[config.mk]
export PLATFORM = sky130hd
export DESIGN_NAME = pc_unit
export DESIGN_NICKNAME = d
export VERILOG_FILES = /design/src/rtl/pc_unit.sv
export SDC_FILE = /design/constraint.sdc
export NUM_CORES = 1
export LEC_CHECK = 0
export BUFFER_PORTS_ARGS = -buffer_cell sky130_fd_sc_hd__clkbuf_2
export CAP_MARGIN = 25
export CORE_MARGIN = 4
export CORE_UTILIZATION = 45
export CTS_CLUSTER_DIAMETER = 150
export DETAILED_ROUTE_END_ITERATION = 10
export PLACE_DENSITY = 0.83
export SLEW_MARGIN = 20
export SYNTH_ARGS = -nofsm -noshare
export SYNTH_HDL_FRONTEND = slang
export SYNTH_SLANG_ARGS = --single-unit
[constraint.sdc]
create_clock -name Clock -period 3.15 [get_ports Clock]
set_input_delay 0.1575 -clock Clock [delete_from_list [all_inputs] [get_ports Clock]]
set_output_delay 0.1575 -clock Clock [all_outputs]
set_load 0.03 [all_outputs]
[src/rtl/pc_unit.sv]
// rtl/pc_unit.sv - Kabeta Beta PC register, PC+4 pipeline and IF invalid-address exception
// Optional feature macro: PC_SUPERVISOR_BIT_EN (PC[31] acts as the supervisor bit)
module pc_unit #(
  parameter int IMEM_WORDS = 4096
) (
  input  logic        Clock,
  input  logic        SysReset,
  input  logic [1:0]  PC_Sel,
  input  logic [31:0] ExcAddr,
  input  logic        Stall,
  input  logic        ReplicatePC,
  input  logic [31:0] Ra,
  input  logic [15:0] Lit,
  input  logic        ExcAckIF,
  output logic [31:0] IA,
  output logic [31:0] PCInc_RR,
  output logic [31:0] PCInc_EX,
  output logic [31:0] PCInc_MA,
  output logic        ExcReqIF,
  output logic [2:0]  ExcCodeIF,
  output logic        S_Mode
);

  localparam logic [1:0]  PCS_PCNX  = 2'd0;
  localparam logic [1:0]  PCS_PCLIT = 2'd1;
  localparam logic [1:0]  PCS_REGA  = 2'd2;
  localparam logic [1:0]  PCS_EXCA  = 2'd3;
  localparam logic [31:0] IMEM_LIMIT = 32'(IMEM_WORDS);
`ifdef PC_SUPERVISOR_BIT_EN
  localparam logic [31:0] RESET_PC = 32'h8000_0000;
`else
  localparam logic [31:0] RESET_PC = 32'h0000_0000;
`endif

  logic [31:0] pcReg;
  logic [31:0] pcInc;
  logic [31:0] litOffset;
  logic [31:0] branchSum;
  logic [31:0] branchTarget;
  logic [31:0] jumpTarget;
  logic [31:0] nextPc;
  logic        loadPc;
  logic        loadRr;
  logic        nextInvalid;

  always_comb begin
    litOffset = {{14{Lit[15]}}, Lit, 2'b00};
    branchSum = PCInc_RR + litOffset;
`ifdef PC_SUPERVISOR_BIT_EN
    // The supervisor bit never changes through increment, branch or a user JMP.
    pcInc        = {pcReg[31], pcReg[30:0] + 31'd4};
    branchTarget = {PCInc_RR[31], 31'b0} | (branchSum & 32'h7FFF_FFFF);
    jumpTarget   = {Ra[31] & PCInc_RR[31], 31'b0} | (Ra & 32'h7FFF_FFFC);
`else
    pcInc        = pcReg + 32'd4;
    branchTarget = branchSum;
    jumpTarget   = Ra & 32'hFFFF_FFFC;
`endif
  end

  always_comb begin
    nextPc = pcReg;
    loadPc = 1'b0;
    loadRr = 1'b0;
    if (PC_Sel == PCS_EXCA) begin
      nextPc = ExcAddr;
      loadPc = 1'b1;
      loadRr = !Stall;
    end else if (!Stall) begin
      loadPc = 1'b1;
      loadRr = !ReplicatePC;
      case (PC_Sel)
        PCS_PCLIT: nextPc = branchTarget;
        PCS_REGA:  nextPc = jumpTarget;
        default:   nextPc = pcInc;
      endcase
    end
  end

  always_comb begin
`ifdef PC_SUPERVISOR_BIT_EN
    nextInvalid = (nextPc[1:0] != 2'b00) || ({3'b000, nextPc[30:2]} >= IMEM_LIMIT);
`else
    nextInvalid = (nextPc[1:0] != 2'b00) || ({2'b00, nextPc[31:2]} >= IMEM_LIMIT);
`endif
  end

  always_ff @(posedge Clock) begin
    if (!SysReset) begin
      pcReg    <= RESET_PC;
      PCInc_RR <= 32'h0;
      PCInc_EX <= 32'h0;
      PCInc_MA <= 32'h0;
      ExcReqIF <= 1'b0;
    end else begin
      if (loadPc) pcReg <= nextPc;
      if (loadRr) PCInc_RR <= pcInc;
      // EX/MA always advance so stall bubbles still carry a usable link address.
      PCInc_EX <= PCInc_RR;
      PCInc_MA <= PCInc_EX;
      if (loadPc) ExcReqIF <= nextInvalid;
      else if (ExcAckIF) ExcReqIF <= 1'b0;
    end
  end

  assign IA        = pcReg;
  assign ExcCodeIF = 3'b000;
`ifdef PC_SUPERVISOR_BIT_EN
  assign S_Mode = pcReg[31];
`else
  assign S_Mode = 1'b0;
`endif

endmodule

# Yosys cells after proc, flatten, opt, wreduce, memory -nomap -nowiden
# Cells that the tools add are included.
# totals
wordCells,25
regBits,129
ramBits,0
out_inout_bits,133
mem_bits_ro,0
latchBits,0
memories,0
in_bits,87
# classes
n_mul,0
n_mux,9
shifts,0
n_eq_ne,3
reduce_logical,5
add_sub_neg,2
div_mod_pow,0
magnitude_cmp,1
bitwise_logic,0
# op_table
op,count
32-bit 2-to-1 mux,2
32-bit case mux with 2 select lines,1
"32-bit by 3-bit adder with 32-bit output, second input constant",1
32-bit adder,1
"30-bit by 13-bit greater-or-equal comparator with 1-bit output, second input constant",1
1-bit 2-to-1 mux,6
"2-bit equality test, second input constant",2
2-bit nonzero test,2
"2-bit by 1-bit equality test with 1-bit output, second input constant",1
1-bit zero test,2
1-bit logical OR,1

# Logic depth before layout (Yosys ltp)
# Gate-level depths: netlist (run 1).
# depth
word_depth,7
depth_mapped,13
depth_no_buf,12

# Worst setup path before layout (run 1)
# No wires, ideal clock.
# synth_timing
path_type,register to register
startpoint,register PCInc_RR[3]
endpoint,register ExcReqIF
required_time_ns,3.021
synth_period_minus_slack_ns,2.986
path_stages_with_launch,12
path_buffers,0
path_slack_ns,0.164
arrival_time_ns,2.857
cell_sequence,dfxtp_1 -> ha_1 -> a211oi_2 -> o21ai_1 -> a21bo_1 -> o31a_1 -> o21ai_2 -> mux2_2 -> o21ai_0 -> a21oi_1 -> nor4_2 -> a31oi_1
# synth_between
elab_chain_len,7
# synth_lines
item,line_no,source
"start, declared",16,"output logic [31:0] PCInc_RR,"
"start signal, assigned",97,if (loadRr) PCInc_RR <= pcInc;
32-bit adder,48,branchSum = PCInc_RR + litOffset;
32-bit case mux with 2 select lines,72,case (PC_Sel)
32-bit 2-to-1 mux,69,end else if (!Stall) begin
32-bit 2-to-1 mux,65,if (PC_Sel == PCS_EXCA) begin
30-bit by 13-bit greater-or-equal comparator with 1-bit output,84,"nextInvalid = (nextPc[1:0] != 2'b00) || ({2'b00, nextPc[31:2]} >= IMEM_LIMIT);"
1-bit logical OR,84,
1-bit 2-to-1 mux,101,if (loadPc) ExcReqIF <= nextInvalid;
"end signal, assigned",101,
"end, declared",19,"output logic ExcReqIF,"
# Every way passes these cells.
# A chain may end at the register's enable or synchronous reset.

# Final worst setup path (run 1)
# layout_timing
startpoint,register PCInc_RR[2]
endpoint,register ExcReqIF
# The elaborated chain is that of the path after synthesis.

==> results.py, run 1 <==
metrics = {
    "synthesis": {
        "syn_area_mm2": 0.00729,
        "ys_warn_count": 0,
        "synthMuxAreaShare_pct": 1.39,
        "synthCells": 871,
        "ys_types": 70,
        "synth_top_area_share_pct": 35.4,
        "yosysMostFrequentCell": "dfxtp_1",
        "synth_top_family_by_area": "compound AO/OA/AOI/OAI gates",
        "ys.flop_type": "dfxtp_1",
        "synthTopCellsByArea": "dfxtp_1 35%, and2_1 5.8%, ha_1 5.7%",
        "synth_seq_cells": 129,
        "synth_fa_ha_area_share_pct": 5.94,
        "async_flop_share_pct": 0,
        "synth_area_per_cell_um2": 8.37,
        "synth-simple-area-share_pct": 22.4,
        "synth_edf_count": 0,
        "yosys.area.top_type": "dfxtp_1",
        "synth.cells.most_frequent": "129 x dfxtp_1, 80 x nand2_1, 67 x and2_1, 66 x a21oi_1, 61 x nor2_1",
        "yosysSeqAreaShare_pct": 35.4,
        "synth_xor_area_share_pct": 5.53,
        "synth_compound_area_share_pct": 25.1,
    },
    "clocking": {
        "cts_sinks": 129,
        "clk_pin_slew_worst_paths_ns": 0.06,
        "cts-buffers-inserted": 17,
        "htree_levels": 4,
        "clockBufferDepth": 2,
        "cts_tree": "built",
        "cts-root-buf": "clkbuf_16",
        "clock_latency_ns": 0.42,
    },
    "final_layout": {
        "finalNetCount": 1205,
        "fin_cells": 1311,
        "fillCellCount": 1453,
        "area_growth_pct": 27.9,
        "diodes": 0,
        "drive_gt1_share_pct": 28.1,
    },
    "critical_path": {
        "crit_top_cell": "a21o_1",
        "cp.arrival_ns": 3.37,
        "cp_slowest_stage_delay_ns": 0.36,
        "reg2reg_setup_slack_ns": 0.07,
        "critPathTopFamily": "compound AO/OA/AOI/OAI gates",
        "cp-start-kind": "flop",
        "critical_path.startpoint": "PCInc_RR[2]",
        "cp_slowest_cell": "a221oi_4",
        "r2r-start": "PCInc_RR[2]",
        "cp_max_fo": 6,
        "crit_buf_inv": 1,
        "cp_cell_sequence": "ha_4, fa_2, a21o_1, a221oi_4, o21a_4, buf_4, nor3_1, nor4_2, xor2_1, o21ai_0, a21o_1, nor4_1, a31oi_1",
        "path_class": "reg -> reg",
        "critPathRequiredTime_ns": 3.44,
        "cp-end-kind": "flop",
    },
    "floorplan": {
        "io_pins": 220,
        "die_y_um": 135,
        "std_cell_rows": 46,
        "coreArea_mm2": 0.0159,
        "initial_core_util_pct": 45.9,
        "dieArea_mm2": 0.0183,
        "die-width_um": 135,
    },
    "grt": {
        "grt_overflow": 0,
        "grt_use_total_pct": 25.8,
        "grt_pass1_wl_um": 37500,
        "grt_pass1_vias": 7081,
        "grt_max_degree": 62,
        "antenna_found_initial": 0,
    },
    "timing": {
        "hold_violations": 0,
        "skew_ns": 0.0167,
        "tightest_slew_ns": 0.870,
        "finalSetupViolCount": 0,
        "max_clock_freq_mhz": 324,
        "period_share_pct": 97.9,
        "rsz0062_at_grt": "yes",
        "relSlewSlack_pct": 41.9,
        "final.min_clock_period_ns": 3.08,
        "slew_violations": 0,
    },
    "route": {
        "ant_nets": 0,
        "via_count": 7712,
        "drt-total-wl_um": 24400,
        "avgViaCountPerCell": 5.88,
        "drc": 0,
        "wl_per_cell_um": 18.6,
        "firstDrtPassIters": 5,
        "drtIter0Drc": 793,
    },
    "run": {
        "maxCapViolations": 0,
    },
    "outcome": {
        "status": "finished clean",
    },
    "placement": {
        "dp_hpwl_um": 18400,
        "placed_cells": 1276,
        "io_buffer_count": 213,
        "gp_congestion": 0.964,
    },
    "pwr": {
        "power.total_uw": 4940,
        "intPower_uw": 3340,
        "worst_ir_drop_vdd_uv": 391,
        "switching_power_uw": 1600,
        "pwr-share-seq_pct": 37.0,
        "power_frac_clock_pct": 39.2,
        "power.density_mw_per_mm2": 530,
        "combPwrFrac_pct": 23.8,
        "p_sw_share_pct": 32.4,
        "leakagePower_uw": 0.00415,
    },
    "min_path": {
        "hold_class": "in -> reg",
        "min_from": "ExcAddr[11]",
    },
}
==> state kept, by name, summed over array words and instances, names as in the netlist <==
| signal | flops |
|---|---|
| PCInc_RR | 32 |
| PCInc_EX | 32 |
| PCInc_MA | 32 |
| ExcReqIF | 1 |
| IA | 32 |
==> layout by cell type, fill, tap and decap left out, types with 6 or more instances in the layout <==
| cell type | instances |
|---|---|
| clkbuf_2 | 213 |
| dfxtp_1 | 126 |
| nand2_1 | 80 |
| and2_1 | 67 |
| a21oi_1 | 64 |
| nor2_1 | 61 |
| o21ai_0 | 48 |
| a211oi_1 | 40 |
| buf_4 | 34 |
| ha_1 | 32 |
| xor2_1 | 28 |
| nand4_1 | 23 |
| nor3_1 | 21 |
| xnor2_1 | 17 |
| clkbuf_16 | 17 |
| a221oi_1 | 16 |
| nand3_1 | 14 |
| a311oi_1 | 13 |
| and3_1 | 12 |
| inv_1 | 10 |
| o211a_1 | 10 |
| mux2i_1 | 9 |
| o21a_1 | 8 |
| a21o_1 | 7 |
| a31oi_1 | 6 |
==> per-layer routing <==
layer / track usage (%) / vias to the layer above / part of all wire, %
met2: 38.9 / 424 / 44
met3: 5.27 / 51 / 9.7
li1: - / 3628 / -
met5: 0 / - / 0
met1: 36.3 / 3609 / 44
met4: 10.0 / 0 / 2.9
==> kinds of logic (layout without fill, tap and decap cells) <==
family          count (synthesis)  after routing
fa+ha+maj                      34             34
simple gates                  312            312
compound gates                267            267
buf+inv                        72            293
other cells                     1              4
flops                         129            129
xor+xnor                       46             46
mux                            10             10
==> worst register-to-register path: cells and delay by family, from the launching register on <==
family                   cells  cell delay [ns]
flip-flops                   1             0.33
buffers and inverters        1             0.11
AO/OA/AOI/OAI                6             1.26
adder cells (fa/ha/maj)      2             0.51
AND/OR/NAND/NOR              3             0.57
XOR/XNOR                     1             0.16
==> layout make-up <==
type                            count  area [um2]  share of cell area, %
Inverter                           13        48.8                  0.523
Clock inverter                      9         110                   1.18
Tap cell                          216         270                   2.90
Multi-Input combinational cell    673        4490                   48.2
Sequential cell                   129        2590                   27.7
Clock buffer                       21         460                   4.94
Timing Repair Buffer              250        1350                   14.5
==> timing repair <==
action,4_1_cts,5_1_grt
endpoints found under the setup margin,0,1
hold buffers,3,0
endpoints found under the hold margin,3,0
resized for setup,0,15
setup buffers,0,2
==> worst paths after layout <==
check                                    end  cells past startpoint
worst min-delay path                  IA[11]                      3
worst min register to register  PCInc_MA[17]                      1
worst max register to register      ExcReqIF                     13
worst max-delay path                ExcReqIF                     13
==> per-stage QoR <==
stage	util [%]	setup TNS (ns)	hold WS, ns	instance area (um2)	setup WS (ns)
3_5_place_dp	54.4	0	0.418	8630	0.0400
5_1_grt	58.7	-0.104	0.0166	9320	-0.104
3_3_place_gp	54.4	0	0.408	8630	0.0813
2_1_floorplan	-	0	0.302	7300	0.164
6_report	58.7	0	0.00846	9320	0.0676
4_1_cts	58.1	0	0.000000305	9240	0.0101
==> power groups by stage <==
| stage | clock network [uW] | registers [uW] | logic (uW) |
|---|---|---|---|
| floorplan | 0 | 2000 | 610 |
| global placement | 0 | 1850 | 1120 |
| detailed placement | 0 | 1860 | 1120 |
| CTS | 1950 | 1820 | 1140 |
| global route | 2020 | 1840 | 1260 |
| finish | 1940 | 1830 | 1180 |
Note: power is estimated with default switching activity, not from simulation.
==> inputs of run 2 (changes only) <==
--- a/config.mk
+++ b/config.mk
@@ -7,6 +7,7 @@
 export LEC_CHECK = 0
 export BUFFER_PORTS_ARGS = -buffer_cell sky130_fd_sc_hd__clkbuf_2
 export CAP_MARGIN = 25
+export CORE_ASPECT_RATIO = 0.6
 export CORE_MARGIN = 4
 export CORE_UTILIZATION = 45
 export CTS_CLUSTER_DIAMETER = 150
==> results.py, run 2 (synthesis results as in run 1) <==
metrics = {
    "route": {
        "ant_nets": 0,
        "drt-total-wl_um": 26500,
        "via_count": 7888,
        "wl_per_cell_um": 20.1,
        "firstDrtPassIters": 5,
        "drtIter0Drc": 1184,
        "drc": 0,
        "avgViaCountPerCell": 5.98,
    },
    "placement": {
        "io_buffer_count": 213,
        "dp_hpwl_um": 20200,
        "placed_cells": 1283,
        "gp_congestion": 0.965,
        "place_area_mm2": 0.00877,
    },
    "clocking": {
        "cts-buffers-inserted": 17,
        "clockBufferDepth": 2,
        "cts-root-buf": "clkbuf_16",
        "clk_pin_slew_worst_paths_ns": 0.07,
        "htree_levels": 4,
        "cts_sinks": 129,
        "clock_latency_ns": 0.42,
        "cts_tree": "built",
    },
    "pwr": {
        "combPwrFrac_pct": 24.3,
        "power.total_uw": 5150,
        "worst_ir_drop_vdd_uv": 288,
        "power_frac_clock_pct": 40.3,
        "intPower_uw": 3420,
        "power.density_mw_per_mm2": 541,
        "switching_power_uw": 1720,
        "leakagePower_uw": 0.00428,
        "p_sw_share_pct": 33.5,
        "pwr-share-seq_pct": 35.4,
    },
    "grt": {
        "busiest_layer": "met1",
        "grt_use_total_pct": 28.2,
        "gr-usage-met2_pct": 38.0,
        "grt_use_met1_pct": 43.8,
        "antenna_found_initial": 1,
        "grt_max_degree": 62,
        "grt_pass1_wl_um": 40700,
        "grt_overflow": 0,
        "grt_use_met3_pct": 8.29,
        "grt_pass1_vias": 7222,
    },
    "timing": {
        "slew_violations": 0,
        "hold_violations": 0,
        "rsz0062_at_grt": "yes",
        "skew_ns": 0.0112,
        "period_share_pct": 99.7,
        "max_clock_freq_mhz": 318,
        "relSlewSlack_pct": 36.7,
        "tns_ns": 0,
        "finalSetupViolCount": 0,
        "tightest_slew_ns": 0.949,
        "final.min_clock_period_ns": 3.14,
    },
    "critical_path": {
        "r2r_end": "ExcReqIF",
        "cp.arrival_ns": 3.43,
        "path_class": "reg -> reg",
        "cp_slowest_cell": "a221o_1",
        "cp-end-kind": "flop",
        "r2r_cells": 12,
        "cp_cell_sequence": "ha_4, fa_2, a21o_1, a221oi_4, o21a_4, xnor2_1, a221o_1, a31oi_4, nor4b_4, nand4_1, nor4_2, a31oi_1",
        "cp_max_fo": 6,
        "reg2reg_setup_slack_ns": 0.008,
        "r2r-start": "PCInc_RR[2]",
        "cp-start-kind": "flop",
        "critPathRequiredTime_ns": 3.44,
        "cp_slowest_stage_delay_ns": 0.36,
    },
    "floorplan": {
        "die-width_um": 172,
        "dieArea_mm2": 0.0184,
        "std_cell_rows": 35,
        "coreArea_mm2": 0.0156,
        "initial_core_util_pct": 46.8,
        "io_pins": 220,
        "die_y_um": 107,
    },
    "final_layout": {
        "postLayoutCellArea_mm2": 0.00952,
        "fillCellCount": 1368,
        "finalNetCount": 1225,
        "drive_gt1_share_pct": 29.8,
        "diodes": 0,
        "layout.cells.most_common": "clkbuf_2",
        "multiInputGateArea_mm2": 0.00452,
        "final_util_pct": 61.0,
        "area_growth_pct": 30.5,
        "final_cell_mix": "213 x clkbuf_2, 127 x dfxtp_1, 80 x nand2_1",
        "seq_area_mm2": 0.00258,
        "fin_cells": 1319,
    },
    "min_path": {
        "holdPathStages": 3,
        "hold_class": "in -> reg",
        "whs_endpoint": "IA[7]",
        "min_from": "ExcAddr[7]",
    },
    "outcome": {
        "status": "finished clean",
    },
    "run": {
        "maxCapViolations": 0,
    },
}
-- run 2: power groups by stage --
stage | sequential (uW) | combinational, uW | clock, uW
2_1_floorplan | 2000 | 610 | 0
3_3_place_gp | 1850 | 1170 | 0
3_5_place_dp | 1850 | 1180 | 0
4_1_cts | 1820 | 1200 | 2090
5_1_grt | 1840 | 1340 | 2170
6_report | 1820 | 1250 | 2080
-- run 2: final cells by class --
| class | instances | area share, % |
|---|---|---|
| clock buffer | 17 | 4.47 |
| clock inverter | 14 | 1.89 |
| inverter | 13 | 0.513 |
| multi-input combinational | 673 | 47.5 |
| sequential | 129 | 27.2 |
| tap | 203 | 2.67 |
| timing repair buffer | 270 | 15.8 |
-- run 2: worst max-delay path by stage --
stage,startpoint,end,slack [ns],cells past startpoint
finish,PCInc_RR[2],ExcReqIF,0.008,12
CTS,PCInc_RR[2],ExcReqIF,0.007,12
floorplan,PCInc_RR[3],ExcReqIF,0.16,11
global route,PCInc_RR[2],ExcReqIF,-0.13,12
detailed placement,PCInc_RR[2],ExcReqIF,-0.08,12
global placement,PCInc_RR[2],ExcReqIF,0.02,12
-- run 2: metal layers --
metal / vias to the layer above / part of all wire [%] / wire length [um]
met5: - / 0 / 0
met4: 0 / 1.4 / 378
met3: 41 / 14 / 3760
met2: 583 / 39 / 10300
met1: 3596 / 46 / 12100
li1: 3668 / - / -
-- run 2: through the flow --
step                      hold slack [ns]  setup WS, ns
final                              0.0143       0.00840
after global routing               0.0259        -0.130
after CTS                         0.00215       0.00722
after detailed placement            0.408       -0.0810
after global placement              0.390        0.0209
after floorplan                     0.302         0.164
-- run 2: critical path: cells and delay by family (launching register included) --
kind / cells / cell delay [ns]
adder cells (fa/ha/maj): 2 / 0.52
AO/OA/AOI/OAI: 6 / 1.43
XOR/XNOR: 1 / 0.07
AND/OR/NAND/NOR: 3 / 0.66
flip-flops: 1 / 0.35
-- run 2: timing repair --
action | in CTS | in global routing
buffers inserted | 1 | 1
setup endpoints to repair | 1 | 1
pin swaps | 5 | 4
hold buffers | 3 | 0
hold endpoints to repair | 3 | 0
resized for setup | 5 | 14
==> inputs of run 3 (changes only) <==
--- a/config.mk
+++ b/config.mk
@@ -12,7 +12,7 @@
 export CORE_UTILIZATION = 45
 export CTS_CLUSTER_DIAMETER = 150
 export DETAILED_ROUTE_END_ITERATION = 10
-export PLACE_DENSITY = 0.83
+export PLACE_DENSITY = 0.71
 export SLEW_MARGIN = 20
 export SYNTH_ARGS = -nofsm -noshare
 export SYNTH_HDL_FRONTEND = slang
==> results.py, run 3 (synthesis results as in run 1) <==
metrics = {
    "outcome": {
        "status": "finished clean",
    },
    "timing": {
        "worst_slack_ns": 0.0153,
        "skew_ns": 0.00935,
        "period_share_pct": 99.5,
        "max_clock_freq_mhz": 319,
        "rsz0062_at_grt": "yes",
        "tightest_slew_ns": 0.940,
        "relSlewSlack_pct": 37.3,
        "finalSetupViolCount": 0,
        "final.min_clock_period_ns": 3.13,
        "hold_slack_ns": 0.0128,
        "hold_violations": 0,
        "slew_violations": 0,
    },
    "grt": {
        "grt_overflow": 0,
        "antenna_found_initial": 0,
        "grt_max_degree": 62,
        "grt_use_total_pct": 28.0,
        "grt_pass1_wl_um": 39900,
        "grt_pass1_vias": 7008,
    },
    "critical_path": {
        "r2r_end": "ExcReqIF",
        "cp-end-kind": "flop",
        "cp.arrival_ns": 3.44,
        "cp_max_fo": 6,
        "cp-start-kind": "flop",
        "reg2reg_setup_slack_ns": 0.02,
        "r2r_cells": 11,
        "r2r-start": "PCInc_RR[12]",
        "path_class": "reg -> reg",
        "critPathRequiredTime_ns": 3.45,
    },
    "pwr": {
        "power.total_uw": 5340,
        "pwr-share-seq_pct": 34.0,
        "power.density_mw_per_mm2": 555,
        "combPwrFrac_pct": 23.9,
        "leakagePower_uw": 0.00435,
        "power_frac_clock_pct": 42.0,
        "switching_power_uw": 1750,
        "worst_ir_drop_vdd_uv": 309,
        "intPower_uw": 3600,
        "p_sw_share_pct": 32.7,
    },
    "route": {
        "avgViaCountPerCell": 5.85,
        "drtIter0Drc": 880,
        "via_count": 7784,
        "firstDrtPassIters": 6,
        "drt-total-wl_um": 26600,
        "wl_per_cell_um": 20.0,
        "ant_nets": 0,
        "drc": 0,
    },
    "floorplan": {
        "std_cell_rows": 35,
        "die-width_um": 172,
        "die_y_um": 107,
        "initial_core_util_pct": 46.8,
        "coreArea_mm2": 0.0156,
        "dieArea_mm2": 0.0184,
        "io_pins": 220,
    },
    "min_path": {
        "whs_endpoint": "IA[5]",
        "holdPathStages": 3,
        "hold_class": "in -> reg",
        "min_from": "ExcAddr[5]",
    },
    "final_layout": {
        "seq_area_mm2": 0.00258,
        "layout.cells.most_common": "clkbuf_2",
        "drive_gt1_share_pct": 30.1,
        "multiInputGateArea_mm2": 0.00450,
        "diodes": 0,
        "final_cell_mix": "213 x clkbuf_2, 128 x dfxtp_1, 80 x nand2_1",
        "fillCellCount": 1414,
        "area_growth_pct": 32.2,
        "finalNetCount": 1236,
    },
    "clocking": {
        "clk_pin_slew_worst_paths_ns": 0.06,
        "cts_sinks": 129,
        "htree_levels": 4,
        "cts_tree": "built",
        "cts-root-buf": "clkbuf_16",
        "clockBufferDepth": 2,
        "clock_latency_ns": 0.42,
        "cts-buffers-inserted": 17,
    },
    "run": {
        "maxCapViolations": 0,
    },
    "placement": {
        "dp_hpwl_um": 20100,
        "place_ws_ns": -0.0198,
        "gp_congestion": 0.922,
        "io_buffer_count": 213,
    },
}
## run 3: cell count changes in the layout (fill, tap and decap cells not counted), sizes merged
cell    change
inv         -2
bufinv      +2
buf        +11
## run 3: area by class of cell
| class | count | area share (%) |
|---|---|---|
| inverters | 13 | 0.506 |
| clock inverters | 14 | 2.39 |
| clock buffers | 17 | 4.41 |
| flip-flops and latches | 129 | 26.8 |
| multi-input cells | 673 | 46.7 |
| well taps | 203 | 2.64 |
| repair buffers | 281 | 16.6 |
## run 3: power groups by stage
stage | clock [uW] | combinational, uW | sequential [uW]
after floorplan | 0 | 610 | 2000
after global placement | 0 | 1210 | 1850
after detailed placement | 0 | 1210 | 1850
after CTS | 2270 | 1240 | 1810
after global routing | 2320 | 1360 | 1830
final | 2250 | 1280 | 1820
## run 3: metal layers
layer  GRT usage [%]  wire length (um)
met2            36.0              9890
met3            8.92              3420
met5               0                 0
met1            44.2             12900
met4            6.62               417
## run 3: how the worst max path moves through the flow
stage                  from  endpoint  slack [ns]  cells past startpoint
2_1_floorplan   PCInc_RR[3]  ExcReqIF        0.16                     11
3_3_place_gp    PCInc_RR[3]  ExcReqIF       -0.03                     13
3_5_place_dp    PCInc_RR[3]  ExcReqIF       -0.02                     13
6_report       PCInc_RR[12]  ExcReqIF        0.02                     11
5_1_grt         PCInc_RR[2]  ExcReqIF       -0.17                     12
4_1_cts         PCInc_RR[3]  ExcReqIF        0.01                     12
## run 3: timing repair
item / 4_1_cts / 5_1_grt
setup buffers: 0 / 2
pin swaps: 3 / 8
endpoints found under the setup margin: 1 / 5
hold buffers: 3 / 0
resized for setup: 4 / 11
endpoints found under the hold margin: 3 / 0
## run 3: metrics by stage
| step | TNS (ns) | cells | util [%] | area (um2) |
|---|---|---|---|---|
| floorplan | 0 | 874 | - | 7300 |
| global placement | -0.0273 | 1294 | 56.9 | 8860 |
| detailed placement | -0.0198 | 1294 | 56.9 | 8860 |
| CTS | 0 | 1328 | 61.4 | 9570 |
| global route | -0.211 | 1330 | 61.8 | 9640 |
| finish | 0 | 1330 | 61.8 | 9640 |
## run 3: worst max-delay path, cell delays in order, from the launching register on
cell and delay (ns):
dfxtp_1 0.40, ha_1 0.34, a21oi_1 0.36, o211a_1 0.24
a211oi_2 0.06, o31a_1 0.29, xor2_1 0.20, a31o_2 0.28
nor4bb_2 0.33, nand4_1 0.17, nor4_2 0.24, a31oi_1 0.11
